[config.mk]
export PLATFORM = sky130hd
export DESIGN_NAME = mem_arbiter
export DESIGN_NICKNAME = d
export VERILOG_FILES = /design/src/rtl/mem_arb_pkg.sv /design/src/rtl/mem_arb_pick.sv /design/src/rtl/mem_arbiter.sv
export SDC_FILE = /design/constraint.sdc
export NUM_CORES = 1
export LEC_CHECK = 0
export CAP_MARGIN = 20
export CORE_AREA = 2 2 126 128
export DETAILED_ROUTE_END_ITERATION = 10
export DIE_AREA = 0 0 128 130
export PLACE_DENSITY = 0.8
export SYNTH_ARGS = -nofsm -noshare
export SYNTH_HDL_FRONTEND = slang
export SYNTH_SLANG_ARGS = --single-unit
[constraint.sdc]
create_clock -name clk -period 1.6 [get_ports clk]
set_clock_uncertainty 0.2 [all_clocks]
set_input_delay 0.32 -clock clk [delete_from_list [all_inputs] [get_ports clk]]
set_output_delay 0.32 -clock clk [all_outputs]
set_load 0.03 [all_outputs]
[src/rtl/mem_arb_pkg.sv]
// Shared types and constants for the I/D unified memory port arbiter.
// Build option MEM_ARB_RR_EN selects round-robin tie-breaking instead of fixed D>I priority.
package mem_arb_pkg;

    typedef enum logic {
        IDLE   = 1'b0,
        ACTIVE = 1'b1
    } state_t;

    typedef enum logic {
        OWN_I = 1'b0,
        OWN_D = 1'b1
    } owner_t;

    // RV32I funct3 load/store size codes; the arbiter passes them through untouched.
    localparam logic [2:0] SZ_B  = 3'b000;
    localparam logic [2:0] SZ_H  = 3'b001;
    localparam logic [2:0] SZ_W  = 3'b010;
    localparam logic [2:0] SZ_BU = 3'b100;
    localparam logic [2:0] SZ_HU = 3'b101;

    function automatic owner_t other_owner(input owner_t owner);
        return (owner == OWN_I) ? OWN_D : OWN_I;
    endfunction

endpackage

[src/rtl/mem_arb_pick.sv]
// Combinational winner select for the memory arbiter; grants only while the port is idle.
// With MEM_ARB_RR_EN defined, ties go to the port that did not own the previous access.
module mem_arb_pick
    import mem_arb_pkg::*;
(
    input  logic   i_fetch_req,
    input  logic   i_ls_req,
    input  state_t i_state,
`ifdef MEM_ARB_RR_EN
    input  owner_t i_last_owner,
`endif
    output logic   o_fetch_gnt,
    output logic   o_ls_gnt
);

    always_comb begin
        o_fetch_gnt = 1'b0;
        o_ls_gnt    = 1'b0;
        if (i_state == IDLE) begin
            if (i_fetch_req && i_ls_req) begin
`ifdef MEM_ARB_RR_EN
                o_ls_gnt    = (other_owner(i_last_owner) == OWN_D);
                o_fetch_gnt = !o_ls_gnt;
`else
                o_ls_gnt    = 1'b1;
`endif
            end else begin
                o_ls_gnt    = i_ls_req;
                o_fetch_gnt = i_fetch_req;
            end
        end
    end

endmodule

[src/rtl/mem_arbiter.sv]
// Shares one memory port between instruction fetch (I) and load/store (D), one access at a time.
// Define MEM_ARB_RR_EN for round-robin on contention; default is fixed D>I priority.
module mem_arbiter
    import mem_arb_pkg::*;
#(
    parameter int ADDR_W = 32,
    parameter int DATA_W = 32
) (
    input  logic              clk,
    input  logic              rst,

    input  logic              i_req,
    input  logic [ADDR_W-1:0] i_addr,
    output logic              i_gnt,
    output logic              i_rvalid,
    output logic [DATA_W-1:0] i_rdata,

    input  logic              d_req,
    input  logic [ADDR_W-1:0] d_addr,
    input  logic              d_we,
    input  logic [DATA_W-1:0] d_wdata,
    input  logic [2:0]        d_size,
    output logic              d_gnt,
    output logic              d_rvalid,
    output logic [DATA_W-1:0] d_rdata,

    output logic              mem_req,
    output logic [ADDR_W-1:0] mem_addr,
    output logic              mem_we,
    output logic [DATA_W-1:0] mem_wdata,
    output logic [2:0]        mem_size,
    input  logic [DATA_W-1:0] mem_rdata,
    input  logic              mem_ready
);

    state_t            r_state;
    state_t            w_next_state;
    owner_t            r_owner;
    logic              w_i_gnt;
    logic              w_d_gnt;
    logic              w_done;

    logic              r_mem_req;
    logic [ADDR_W-1:0] r_mem_addr;
    logic              r_mem_we;
    logic [DATA_W-1:0] r_mem_wdata;
    logic [2:0]        r_mem_size;
    logic              r_i_rvalid;
    logic [DATA_W-1:0] r_i_rdata;
    logic              r_d_rvalid;
    logic [DATA_W-1:0] r_d_rdata;

`ifdef MEM_ARB_RR_EN
    owner_t            r_last_owner;
`endif

    mem_arb_pick u_pick (
        .i_fetch_req  (i_req),
        .i_ls_req     (d_req),
        .i_state      (r_state),
`ifdef MEM_ARB_RR_EN
        .i_last_owner (r_last_owner),
`endif
        .o_fetch_gnt  (w_i_gnt),
        .o_ls_gnt     (w_d_gnt)
    );

    assign w_done = (r_state == ACTIVE) && mem_ready;

    always_ff @(posedge clk) begin
        if (rst) begin
            r_state <= IDLE;
        end else begin
            r_state <= w_next_state;
        end
    end

    always_comb begin
        w_next_state = r_state;
        case (r_state)
            IDLE:    if (w_i_gnt || w_d_gnt) w_next_state = ACTIVE;
            ACTIVE:  if (mem_ready) w_next_state = IDLE;
            default: w_next_state = IDLE;
        endcase
    end

    // Grants only happen in IDLE and completions only in ACTIVE, so the branches never overlap.
    always_ff @(posedge clk) begin
        if (rst) begin
            r_owner     <= OWN_I;
            r_mem_req   <= 1'b0;
            r_mem_addr  <= '0;
            r_mem_we    <= 1'b0;
            r_mem_wdata <= '0;
            r_mem_size  <= '0;
            r_i_rvalid  <= 1'b0;
            r_i_rdata   <= '0;
            r_d_rvalid  <= 1'b0;
            r_d_rdata   <= '0;
        end else begin
            r_i_rvalid <= 1'b0;
            r_d_rvalid <= 1'b0;
            if (w_d_gnt) begin
                r_owner     <= OWN_D;
                r_mem_req   <= 1'b1;
                r_mem_addr  <= d_addr;
                r_mem_we    <= d_we;
                r_mem_wdata <= d_wdata;
                r_mem_size  <= d_size;
            end else if (w_i_gnt) begin
                r_owner     <= OWN_I;
                r_mem_req   <= 1'b1;
                r_mem_addr  <= i_addr;
                r_mem_we    <= 1'b0;
                r_mem_wdata <= '0;
                r_mem_size  <= SZ_W;
            end else if (w_done) begin
                r_mem_req <= 1'b0;
                r_mem_we  <= 1'b0;
                if (r_owner == OWN_D) begin
                    r_d_rvalid <= 1'b1;
                    r_d_rdata  <= r_mem_we ? '0 : mem_rdata;
                end else begin
                    r_i_rvalid <= 1'b1;
                    r_i_rdata  <= mem_rdata;
                end
            end
        end
    end

`ifdef MEM_ARB_RR_EN
    always_ff @(posedge clk) begin
        if (rst) begin
            r_last_owner <= OWN_I;
        end else if (w_d_gnt) begin
            r_last_owner <= OWN_D;
        end else if (w_i_gnt) begin
            r_last_owner <= OWN_I;
        end
    end
`endif

    assign i_gnt     = w_i_gnt;
    assign d_gnt     = w_d_gnt;
    assign i_rvalid  = r_i_rvalid;
    assign i_rdata   = r_i_rdata;
    assign d_rvalid  = r_d_rvalid;
    assign d_rdata   = r_d_rdata;
    assign mem_req   = r_mem_req;
    assign mem_addr  = r_mem_addr;
    assign mem_we    = r_mem_we;
    assign mem_wdata = r_mem_wdata;
    assign mem_size  = r_mem_size;

endmodule
==> impl_metrics.tcl <==
set metrics [dict create \
    grt_setup_unrepaired "true" \
    yosysWarningCount 0 \
    yosys.area_share.adder_pct 0 \
    power.sequential.fraction_pct 40.3 \
    fmax_mhz 556.7 \
    detailed_place_hpwl_um 12620 \
    power.share.combinational_pct 20.0 \
    drt_iter0_drc 211 \
    setup.worst_path.start_class "flop" \
    worst-path-max-fanout 4 \
    initial_utilization_pct 39.97 \
    post_layout_nonfiller_instances 1012 \
    slew_headroom_pct 57.37 \
    violations "negative setup slack" \
    peak_supply_drop_mv 0.6956 \
    synth-xor-area-share_pct 0 \
    finalSetupViolCount 2 \
    cts.root.buffer_cell "sky130_fd_sc_hd__clkbuf_16" \
    tritoncts "yes" \
    time_the_worst_path_needs_with_i_o_delays_and_setup_ns 1.796 \
    critPathKind "reg2out" \
    fp.dieW_um 128 \
    ctsHtreeMaxLevel 4 \
    place.gp.congestion 0.7800 \
    post_cts_hold_buffer_count 0 \
    cp-end-kind "primary output" \
    synth.ff_latch_count 137 \
    stdcell_area_um2 9428 \
    unique_cell_type_count_in_the_yosys_netlist 32 \
    synthToLayoutAreaGrowth_pct 52.90 \
    sw_ratio_pct 26.57 \
    top_layer "met4" \
    share_of_the_synthesized_area_in_compound_gates_ao_oa_aoi_oai_pct 15.73 \
    floorplan.rows 46 \
    placed_cells_incl_taps 977 \
    route.detailed.drc 0 \
    p_per_area_nw_per_um2 972.9 \
    cts_inserted_buffers 17 \
    power_leakage_nw 3.942 \
    grt_pass1_wl_um 26920 \
    track_usage_pct 20.67 \
    synthesis.nets 671 \
    postLayoutSetupSlackWorst_ns -0.1963 \
    post_dp_cell_area_um2 9295 \
    yosys.area_share.simple_pct 18.89 \
    clkSlewWorstSetupHoldPaths_ns 0.06 \
    grt_antenna_before_repair 0 \
    fp.coreArea_um2 15420 \
    final_util_pct 61.12 \
    fin_nets 946 \
    clk-insertion-delay-late_ns 0.41 \
    first_global_vias 5112 \
    globalRouteOverflowTotal 0 \
    worstHoldPathType "in2reg" \
    share_clk_of_total_power_pct 39.7 \
    postSynthCellCount 534 \
    synth_cell_area_um2 6166 \
    cts.path.max_buffers 2 \
    seq_area_frac_synth_pct 44.48 \
    synth_top_family_by_area "simple AND/OR/NAND/NOR gates" \
    worst-slew-pin-transition_ns 0.6380 \
    layout-drive-gt1-share_pct 33.78 \
    grt_max_degree 69 \
    p_int_mw 6.735 \
    met2WireLength_um 8681 \
    port_buffers 273 \
    maxSlewViolCount 0 \
    route.vias.total 5161 \
    avgSynthCellArea_um2 11.55 \
    nFillCells 1302 \
    report.power.total_mw 9.172 \
    critPathRequiredTime_ns 1.08 \
    routed_wire_length_per_instance_um 17.43 \
    fin_setup_tns_ns -0.3643 \
    run_status "finished with violations" \
    die_h_um 130 \
    n_antenna_cell 0 \
    fin_crit_sh_pct 112.3 \
    wl_met1_um 7323 \
    wl_um 17640 \
    dieArea_um2 16640 \
    switchingPower_mw 2.437 \
    drt.antenna.violating_nets 0 \
    vias_per_cell 5.100 \
    reported_max_cap_violation_count 0 \
    clk_sink_count 137 \
    finalHoldViolCount 0 \
    drt_pre_antenna_iters 4 \
    route.met3.wl_um 1299 \
    io_pins 274 \
    synth_mux_area_share_pct 15.58 \
    timing.critical_path.arrival_ns 1.28 \
]
[cell families after synthesis]
group,count (synthesis)
simple gates,171
flops,137
mux,96
buf+inv,55
compound gates,75
[Yosys cell counts]
library cell                 n  share of area (%)
sky130_fd_sc_hd__dfxtp_1   137                 44
sky130_fd_sc_hd__mux2i_1    96                 16
sky130_fd_sc_hd__nor2b_1     1               0.10
sky130_fd_sc_hd__a21boi_0    1               0.12
sky130_fd_sc_hd__inv_2       1              0.061
sky130_fd_sc_hd__a32o_2     29                5.3
sky130_fd_sc_hd__buf_2      12               0.97
sky130_fd_sc_hd__o21ba_2     1               0.16
sky130_fd_sc_hd__o311a_1     1               0.16
sky130_fd_sc_hd__o32ai_2    30                7.9
sky130_fd_sc_hd__buf_6       9                1.6
sky130_fd_sc_hd__nor2_1      1              0.061
sky130_fd_sc_hd__nor3_1      1              0.081
sky130_fd_sc_hd__buf_4      10                1.2
sky130_fd_sc_hd__o32ai_1     2               0.28
sky130_fd_sc_hd__or2_1       1               0.10
sky130_fd_sc_hd__nand2b_1  128                 13
sky130_fd_sc_hd__clkbuf_1   22                1.3
sky130_fd_sc_hd__clkbuf_2    1              0.081
sky130_fd_sc_hd__and2_1      2               0.20
sky130_fd_sc_hd__a21oi_1     1              0.081
sky130_fd_sc_hd__o21bai_4    1               0.30
sky130_fd_sc_hd__and3b_1     1               0.14
sky130_fd_sc_hd__a31o_1      1               0.14
sky130_fd_sc_hd__or3b_1     31                4.4
sky130_fd_sc_hd__a211oi_1    1               0.12
sky130_fd_sc_hd__a21bo_2     1               0.16
sky130_fd_sc_hd__a32o_1      6               0.97
sky130_fd_sc_hd__nor3b_1     1               0.12
sky130_fd_sc_hd__nor3b_4     1               0.30
sky130_fd_sc_hd__or3b_2      2               0.28
sky130_fd_sc_hd__and3_1      1               0.10
[repair_timing]
item,CTS,global route
gates resized for setup,452,136
endpoints found under the setup margin,160,74
setup buffers,5,0
cloned,1,0
pin swaps,2,0
[flip-flops by register name, summed over array words and instances (netlist names)]
register	flops
mem_size	3
r_owner	1
mem_wdata	32
i_rdata	32
i_rvalid	1
r_state	1
d_rvalid	1
mem_req	1
mem_addr	32
mem_we	1
d_rdata	32
[worst paths after layout]
kind                                  from             to  slack (ns)  cells past startpoint
worst min-delay path                   rst        mem_req        0.16                      3
worst max-delay path               r_state          i_gnt       -0.20                      3
worst min register to register  d_rdata[1]     d_rdata[1]        0.27                      2
worst max register to register     r_state  mem_wdata[11]        0.02                      5
[stage by stage]
stage               setup slack (ns)  hold WS [ns]
floorplan                     0.1297        0.2238
global placement             -0.6043        0.2560
detailed placement           -0.6775        0.2648
CTS                          -0.2176        0.1433
global route                 -0.2420        0.1754
finish                       -0.1963        0.1582
[area by class of cell]
cell class	count	area (um2)	share of cell area (%)
inverter	1	3.754	0.03981
multi-input combinational	343	3133	33.23
timing repair buffer	309	2753	29.20
clock inverter	7	70.07	0.7432
clock buffer	23	478.0	5.070
sequential	137	2750	29.17
tap	192	240.2	2.548
[per-layer routing]
metal  vias to the layer above  GRT usage [%]
met5                         -              0
met4                         0          7.498
met3                        28          6.970
met2                       200          36.17
met1                      2450          23.61
li1                       2483              -
[worst max-delay path, cell delays in order, from the launching register on]
cell and delay, ns:
sky130_fd_sc_hd__dfxtp_4 0.35, sky130_fd_sc_hd__buf_12 0.13, sky130_fd_sc_hd__nor3b_4 0.23, sky130_fd_sc_hd__buf_12 0.15
[power groups by stage]
stage	Clock (mW)	Sequential, mW	Combinational (mW)
2_1_floorplan	0	4.10	0.675
3_3_place_gp	0	3.77	1.91
3_5_place_dp	0	3.77	1.95
4_1_cts	3.74	3.70	1.90
5_1_grt	3.87	3.71	1.94
6_report	3.65	3.69	1.83
[cells in the final DEF (no fill, tap or decap), types with 2 or more instances in the layout]
cell,instances
sky130_fd_sc_hd__or3b_1,31
sky130_fd_sc_hd__clkbuf_1,3
sky130_fd_sc_hd__mux2i_1,96
sky130_fd_sc_hd__dfxtp_4,2
sky130_fd_sc_hd__clkbuf_8,3
sky130_fd_sc_hd__clkdlybuf4s50_1,133
sky130_fd_sc_hd__a32o_2,29
sky130_fd_sc_hd__dfxtp_1,135
sky130_fd_sc_hd__nand2b_1,128
sky130_fd_sc_hd__o32ai_1,2
sky130_fd_sc_hd__buf_2,101
sky130_fd_sc_hd__buf_12,21
sky130_fd_sc_hd__clkdlybuf4s15_2,21
sky130_fd_sc_hd__and2_1,2
sky130_fd_sc_hd__clkbuf_16,17
sky130_fd_sc_hd__nor2_4,2
sky130_fd_sc_hd__o32ai_2,30
sky130_fd_sc_hd__clkinv_2,3
sky130_fd_sc_hd__or3b_2,2
sky130_fd_sc_hd__clkdlybuf4s18_2,4
sky130_fd_sc_hd__clkinv_4,2
sky130_fd_sc_hd__buf_4,28
sky130_fd_sc_hd__a32o_1,6
sky130_fd_sc_hd__nor3b_4,2
(Power assumes the default switching activity.)
